### config.mk
export PLATFORM = sky130hd
export DESIGN_NAME = dot_argmax
export DESIGN_NICKNAME = d
export VERILOG_FILES = /design/src/rtl/dot_argmax.sv
export SDC_FILE = /design/constraint.sdc
export NUM_CORES = 1
export LEC_CHECK = 0
export ABC_AREA = 1
export CAP_MARGIN = 20
export CORE_ASPECT_RATIO = 1.1
export CORE_UTILIZATION = 59
export DETAILED_ROUTE_END_ITERATION = 8
export GPL_ROUTABILITY_DRIVEN = 0
export GPL_TIMING_DRIVEN = 0
export PLACE_DENSITY = 0.91
export SLEW_MARGIN = 10
export SYNTH_ARGS = -nofsm -noshare
export SYNTH_HDL_FRONTEND = slang
export SYNTH_SLANG_ARGS = --single-unit
### constraint.sdc
create_clock -name clk -period 2.8 [get_ports clk]
set_input_delay 0.7 -clock clk [delete_from_list [all_inputs] [get_ports clk]]
set_output_delay 0.7 -clock clk [all_outputs]
set_load 0.03 [all_outputs]
### src/rtl/dot_argmax.sv
// dot_argmax: running signed argmax over a frame of NUM_CLASSES neuron
// results, presented on a held valid/ready output with a frame-integrity flag.
module dot_argmax #(
    parameter int unsigned VAL_SIZE    = 26,
    parameter int unsigned NUM_CLASSES = 10,
    parameter int unsigned IDX_W       = 4
) (
    input  logic                clk,
    input  logic                GlobalReset,
    input  logic                in_valid,
    output logic                in_ready,
    input  logic [VAL_SIZE-1:0] in_value,
    input  logic                in_last,
    output logic                out_valid,
    input  logic                out_ready,
    output logic [IDX_W-1:0]    out_class,
    output logic [VAL_SIZE-1:0] out_value,
    output logic                frame_err
);

    typedef enum logic {
        COLLECT = 1'b0,
        HOLD    = 1'b1
    } state_t;

    localparam logic [IDX_W-1:0] LAST_CNT = IDX_W'(NUM_CLASSES - 1);

    state_t              state_q, state_d;
    logic [IDX_W-1:0]    cnt_q, cnt_d;
    logic [VAL_SIZE-1:0] max_val_q, max_val_d;
    logic [IDX_W-1:0]    max_idx_q, max_idx_d;
    logic [IDX_W-1:0]    out_class_q, out_class_d;
    logic [VAL_SIZE-1:0] out_value_q, out_value_d;
    logic                frame_err_q, frame_err_d;

    logic                accept;
    logic                cnt_full;
    logic                frame_end;
    logic [VAL_SIZE-1:0] cand_val;
    logic [IDX_W-1:0]    cand_idx;

    assign accept    = in_valid & in_ready;
    assign cnt_full  = (cnt_q == LAST_CNT);
    assign frame_end = accept & (in_last | cnt_full);

    // State register
    always_ff @(posedge clk or negedge GlobalReset) begin
        if (!GlobalReset) begin
            state_q <= COLLECT;
        end else begin
            state_q <= state_d;
        end
    end

    // Next-state: leave COLLECT on frame end, leave HOLD on output transfer
    always_comb begin
        state_d = state_q;
        unique case (state_q)
            COLLECT: if (frame_end) state_d = HOLD;
            HOLD:    if (out_ready) state_d = COLLECT;
            default: state_d = COLLECT;
        endcase
    end

    // Handshake outputs decoded from the registered state; in_ready is also
    // gated by reset so it reads 0 while reset is held and 1 right after release
    always_comb begin
        in_ready  = 1'b0;
        out_valid = 1'b0;
        unique case (state_q)
            COLLECT: in_ready  = GlobalReset;
            HOLD:    out_valid = 1'b1;
            default: ;
        endcase
    end

    // Candidate maximum including the current beat; first beat loads
    // unconditionally, later beats win only on strictly greater (ties keep lower index)
    always_comb begin
        cand_val = max_val_q;
        cand_idx = max_idx_q;
        if (cnt_q == '0) begin
            cand_val = in_value;
            cand_idx = '0;
        end else if ($signed(in_value) > $signed(max_val_q)) begin
            cand_val = in_value;
            cand_idx = cnt_q;
        end
    end

    // Datapath next values: track max per beat, latch result on frame end
    always_comb begin
        cnt_d       = cnt_q;
        max_val_d   = max_val_q;
        max_idx_d   = max_idx_q;
        out_class_d = out_class_q;
        out_value_d = out_value_q;
        frame_err_d = frame_err_q;
        if (accept) begin
            max_val_d = cand_val;
            max_idx_d = cand_idx;
            cnt_d     = cnt_q + 1'b1;
            if (frame_end) begin
                cnt_d       = '0;
                out_class_d = cand_idx;
                out_value_d = cand_val;
                frame_err_d = ~(in_last & cnt_full);
            end
        end
    end

    // Datapath registers
    always_ff @(posedge clk or negedge GlobalReset) begin
        if (!GlobalReset) begin
            cnt_q       <= '0;
            max_val_q   <= '0;
            max_idx_q   <= '0;
            out_class_q <= '0;
            out_value_q <= '0;
            frame_err_q <= 1'b0;
        end else begin
            cnt_q       <= cnt_d;
            max_val_q   <= max_val_d;
            max_idx_q   <= max_idx_d;
            out_class_q <= out_class_d;
            out_value_q <= out_value_d;
            frame_err_q <= frame_err_d;
        end
    end

    assign out_class = out_class_q;
    assign out_value = out_value_q;
    assign frame_err = frame_err_q;

endmodule
==> results of run 1 <==
[path summary, 6_finish.rpt]
path,startpoint,end,slack (ps)
min reg2reg,out_value[14],out_value[14],480
max in group asynchronous,GlobalReset,max_idx_q[1],2010
max,in_value[25],out_value[21],130
min in group clk,out_value[14],out_value[14],480
min,GlobalReset,max_val_q[19],240
max reg2reg,max_val_q[17],max_val_q[16],540
[stage by stage]
step | setup TNS, ps | hold slack [ps] | cells | setup WS [ps]
after floorplan | 0 | 404 | 533 | 545
after global placement | -211890 | 462 | 678 | -2290
after detailed placement | -9060 | 464 | 679 | -215
after CTS | 0 | 239 | 695 | 148
after global routing | 0 | 254 | 695 | 18.6
final | 0 | 238 | 695 | 132
[logic make-up (layout without fill, tap and decap cells)]
logic type | after synthesis | in the layout | synth area share [%]
AOI/OAI and AO/OA | 15 | 15 | 1.96
adders and majority gates | 29 | 29 | 8.90
buffers and inverters | 102 | 182 | 10.5
DFF | 66 | 66 | 40.5
and+or+nand+nor | 321 | 321 | 38.1
[registers in the layout, summed over array words and instances (netlist names)]
| name | count |
|---|---|
| frame_err | 1 |
| max_idx_q | 4 |
| out_value | 26 |
| state_q | 1 |
| out_class | 4 |
| max_val_q | 26 |
| cnt_q | 4 |
[synth_stat cells, drive strengths merged]
cell	instances	area (um2)
ha	29	363
dfrtp	66	1650
nor2	13	53.8
nand4	3	31.3
a21oi	9	45.0
nor3	3	20.0
nand3	98	513
clkinv	1	3.75
nand2	203	927
a21o	1	7.51
and3b	1	8.76
inv	81	304
o21ai	4	20.0
buf	11	87.6
a22oi	1	7.51
clkbuf	9	33.8
[power by group through the flow]
stage | clock network (mW) | logic, mW | registers (mW)
floorplan | 0 | 1.64 | 1.97
finish | 0.833 | 2.98 | 1.60
global placement | 0 | 2.82 | 1.58
global route | 0.877 | 3.28 | 1.64
detailed placement | 0 | 2.93 | 1.61
CTS | 0.841 | 2.97 | 1.59
[layout make-up]
class | instances | area, um2
Timing Repair Buffer | 64 | 648
Buffer | 20 | 121
Tap cell | 82 | 103
Multi-Input combinational cell | 365 | 2000
Clock buffer | 11 | 151
Fill cell | 483 | 1600
Clock inverter | 5 | 52.6
Inverter | 82 | 308
Sequential cell | 66 | 1650
[worst max-delay path: cells and delay by family]
kind | cells | cell delay, ps
AOI/OAI and AO/OA | 2 | 250
adders and majority gates | 1 | 330
buffers and inverters | 2 | 720
and+or+nand+nor | 8 | 900
[routing by layer]
layer | wire length (um) | part of all wire (%) | GRT usage (%)
met1 | 4160 | 41 | 34.4
met2 | 5000 | 50 | 52.3
met3 | 514 | 5.1 | 4.39
met4 | 390 | 3.9 | 17.7
met5 | 0 | 0 | 0
[what timing repair did]
item	CTS	global route
hold buffers	0	0
resized for setup	0	2
endpoints found under the setup margin	0	10
==> results.ini, run 1 <==
[status]
status=completed

[layout]
drive_above_1_share_pct=10.8
mostFrequentLayoutCells=nand2_1 (179), nand3_1 (95), inv_1 (78)
antenna_cells=0
syn2layout_area_growth_pct=23.5
utilization_pct=75.9
fin_area_um2=5040
final_common_cell=nand2_1
nets=668

[global_routing]
grt_pass1_wl_mm=16.4
grt-ovfl-total=0
grt_max_degree=44
antenna_found_initial=0
gr-usage-all-layers_pct=29.9
grt_pass1_vias=3744

[worst_hold_path]
worstHoldPathType=in2async

[yosys]
synthCells=533
synth_nets=593
ys_warn_count=0
syn_area_um2=4080
ys_seq_area_share_pct=40.5
synth.distinct_cells=27
synth.avg_cell_area_um2=7.65
synth_seq_cells=66

[cts]
cts_tree=done
clkSinkCount=66
htreeDepth=3
clk_latency_ps=350
clockRootBuffer=clkbuf_8
cts_made_buffers=9
clk_pin_slew_ps=70
clock_path_buffers=2
post-cts-setup-buffer-count=0

[sta]
finalSetupViolCount=0
rsz0062_at_grt=no
layout_worst_path_cycle_share_pct=95.3
drv_slew=0
tightest_slew_ps=563
hold_viol=0
fin_crit_ps=2670
fin_worst_skew_ps=5.86
fmax_mhz=375
slew_headroom_pct=62.4

[floorplan]
die-area_um2=7250
initial_core_util_pct=61.5
rows=31
pin_count=64
core_area_um2=6630
fp.dieW_um=81.3
die_h_um=89.2

[worst_setup_path]
cpPeakStageDelay_ps=520
cp.required_ps=3040
critPathSlowestCell=clkdlybuf4s50_1
crit_top_cell=nand2_4
critPathArrivalTime_ps=2910
worstPathCellList=clkdlybuf4s50_1 > ha_2 > a21oi_1 > o21ai_1 > nor2_2 > nand3_2 > nand2_2 > nand3_4 > nand2_4 > buf_12 > nand2_4 > nand3_1 > nand2_1
worstRegToRegCells=14
worstSetupEndpointType=flip-flop
crit_path_max_fanout=10
cp-start-kind=primary input
worst-setup-path-type=in2reg

[placed_design]
dpl_cell_area_um2=4830
io_buffers=63
hpwl_mm=7.26

[drt]
drt_pass1_iterations=5
postRouteAntennaNets=0
vias_per_cell=5.49
finalWirelength_mm=10.1
vias=3816
routedWlPerCell_um=14.5
drt_iter0_drc=219
drc=0

[power_and_ir_drop]
p_sw_share_pct=46.0
comb_power_share_pct=55.1
power.switching_mw=2.49
pwr-share-clk_pct=15.4
cellLeakagePower_nw=2.78
peakVddDrop_mv=0.757
power_mw=5.41
pwr-share-seq_pct=29.5
powerDensity_nw_per_um2=1070
p_int_mw=2.92

[job]
maxCapViolations=0

(Power assumes the default switching activity.)
==> run 2: changes to the inputs <==
Settings changed: CORE_UTILIZATION 59 to 49, PLACE_DENSITY 0.91 to 0.81.
Clock period 2.8 ns to 2.24 ns, I/O delays scaled along.
==> run 2 against run 1 <==
The flow now finishes with violations (setup timing). Clock power up 49%. Sequential power is 27% higher. Wire length up 26%. Combinational power increased by 71%. First-iteration DRC count up 68%. Final area is 16% higher. Core utilization shrank 3.1 points. Register-to-register slack worse by 690 ps. Non-clock buffer count grew 22. Highest routed layer unchanged.
==> results.ini, run 2 (synthesized netlist as in run 1, its figures left out) <==
[floorplan]
die_h_um=97.7  ; +9.5%
pin_count=64  ; unchanged
fp.dieW_um=89.0  ; +9.5%
initial_core_util_pct=51.0  ; -10 points
core_area_um2=8000  ; +21%
die-area_um2=8690  ; +20%
rows=34  ; +9.7%

[layout]
num-fill-cells=563  ; +17%
drive_above_1_share_pct=29.2  ; +18 points
mostFrequentLayoutCells=nand2_1 (161), nand3_1 (67), dfrtp_1 (66)
final-seq-area_um2=1650  ; unchanged
final_common_cell=nand2_1
multiInputGateArea_um2=2520  ; +26%
finalNonFillerCells=742  ; +6.8%
utilization_pct=72.8  ; -3.1 points
nets=690  ; +3.3%
syn2layout_area_growth_pct=42.8
antenna_cells=0  ; unchanged

[sta]
layout_worst_path_cycle_share_pct=108
finalSetupViolCount=58  ; +58
whs_ps=52.3  ; -186 ps
setup_ws_ps=-180  ; -312 ps
fmax_mhz=413
tns_ps=-5080  ; -5080 ps
fin_worst_skew_ps=10.9  ; +5.06 ps
fin_crit_ps=2420
hold_viol=0  ; unchanged
slew_headroom_pct=58.3  ; -4.1 points
rsz0062_at_grt=yes
tightest_slew_ps=625  ; +62.1 ps
drv_slew=0  ; unchanged

[worst_hold_path]
worstHoldPathType=in2async

[global_routing]
grt_pass1_vias=3848  ; +2.8%
grt_pass1_wl_mm=17.8  ; +8.6%
antenna_found_initial=0  ; unchanged
grt_max_degree=35  ; -20%
gr-usage-all-layers_pct=26.8  ; -3.0 points
grt-ovfl-total=0  ; unchanged

[drt]
vias_per_cell=5.58  ; +1.6%
vias=4139  ; +8.5%
drc=0  ; unchanged
drt_pass1_iterations=6  ; +1
drt_iter0_drc=369  ; +68%
postRouteAntennaNets=0  ; unchanged
routedWlPerCell_um=17.1  ; +18%
finalWirelength_mm=12.7  ; +26%

[cts]
htreeDepth=3  ; unchanged
clockRootBuffer=clkbuf_8
cts_tree=done
clkSinkCount=66  ; unchanged
clock_path_buffers=2  ; unchanged
ctsHoldBuffers=0  ; unchanged
clk_latency_ps=350  ; about the same
cts_made_buffers=9  ; unchanged
clk_pin_slew_ps=80  ; about the same

[worst_setup_path]
cp.required_ps=2480  ; -560 ps
critPathArrivalTime_ps=2660  ; -250 ps
critPathSlowestCell=ha_1
cpPeakStageDelay_ps=340  ; -180 ps
crit_path_max_fanout=6  ; -4
worst-setup-path-type=in2reg
worstSetupEndpointType=flip-flop
crit_top_cell=nand2_1
cp-start-kind=primary input
worstPathCellList=dlygate4sd2_1 > ha_1 > nand2_2 > inv_2 > nand2_1 > a21oi_1 > nor2_2 > nand3_2 > nand2_2 > nand3_4 > nand2_8 > buf_4 > nand2_1 > nand3_1 > nand2_1

[job]
maxCapViolations=0  ; unchanged

[power_and_ir_drop]
powerDensity_nw_per_um2=1440  ; +34%
cellLeakagePower_nw=3.00  ; +7.9%
peakVddDrop_mv=0.787  ; +4.1%

[placed_design]
place_inst=705  ; +3.8%
io_buffers=63  ; unchanged
hpwl_mm=7.21  ; -0.61%

[status]
violations=setup timing
status=complete, but fails checks

run 2: area by class of cell:
type / instances / area share [%]
Buffer: 20 / 2.45
Clock inverter: 6 / 1.98
Clock buffer: 9 / 2.13
Inverter: 82 / 5.28
Tap cell: 108 / 2.32
Sequential cell: 66 / 28.4
Multi-Input combinational cell: 365 / 43.3
Timing Repair Buffer: 86 / 14.2
run 2: path summary, 6_finish.rpt:
check,startpoint,endpoint,slack (ps),cells past startpoint
worst max-delay path,in_value[24],out_value[25],-180,15
worst min-delay path,GlobalReset,max_val_q[16],50,1
worst max register to register,max_val_q[17],out_value[25],-150,16
worst min register to register,out_value[18],out_value[18],470,2
max in group asynchronous,GlobalReset,frame_err,1710,2
min in group clk,out_value[18],out_value[18],470,2
run 2: timing repair:
action,CTS,global route
setup buffers,11,10
setup endpoints to repair,60,60
gates cloned,1,2
gates resized for setup,64,103
pin swaps,41,51
run 2: power breakdown:
part           leakage [nW]  total, mW  switching, mW  internal [mW]
logic                  2.06       5.11           3.00           2.11
clock network         0.116       1.24          0.504          0.739
registers             0.830       2.03          0.327           1.70
run 2: worst max-delay path: cells and delay by family:
kind | cells | cell delay, ps
adder cells (fa/ha/maj) | 1 | 340
AND/OR/NAND/NOR | 10 | 1240
AO/OA/AOI/OAI | 1 | 50
buffers and inverters | 3 | 470
run 2: metal layers:
metal,share of wire [%],GRT usage [%],vias up
met4,5.6,15.0,0
met5,0,0,-
met3,6.1,3.40,67
li1,-,-,1861
met1,38,34.0,1980
met2,51,43.5,231
run 2: metrics by stage:
| step | area [um2] | total power [mW] | setup slack [ps] |
|---|---|---|---|
| global placement | 4840 | 5.52 | -2750 |
| finish | 5820 | 8.38 | -180 |
| floorplan | 4080 | 4.52 | 125 |
| detailed placement | 4860 | 5.67 | -644 |
| CTS | 5390 | 7.38 | 1.20 |
| global route | 5820 | 8.84 | -207 |
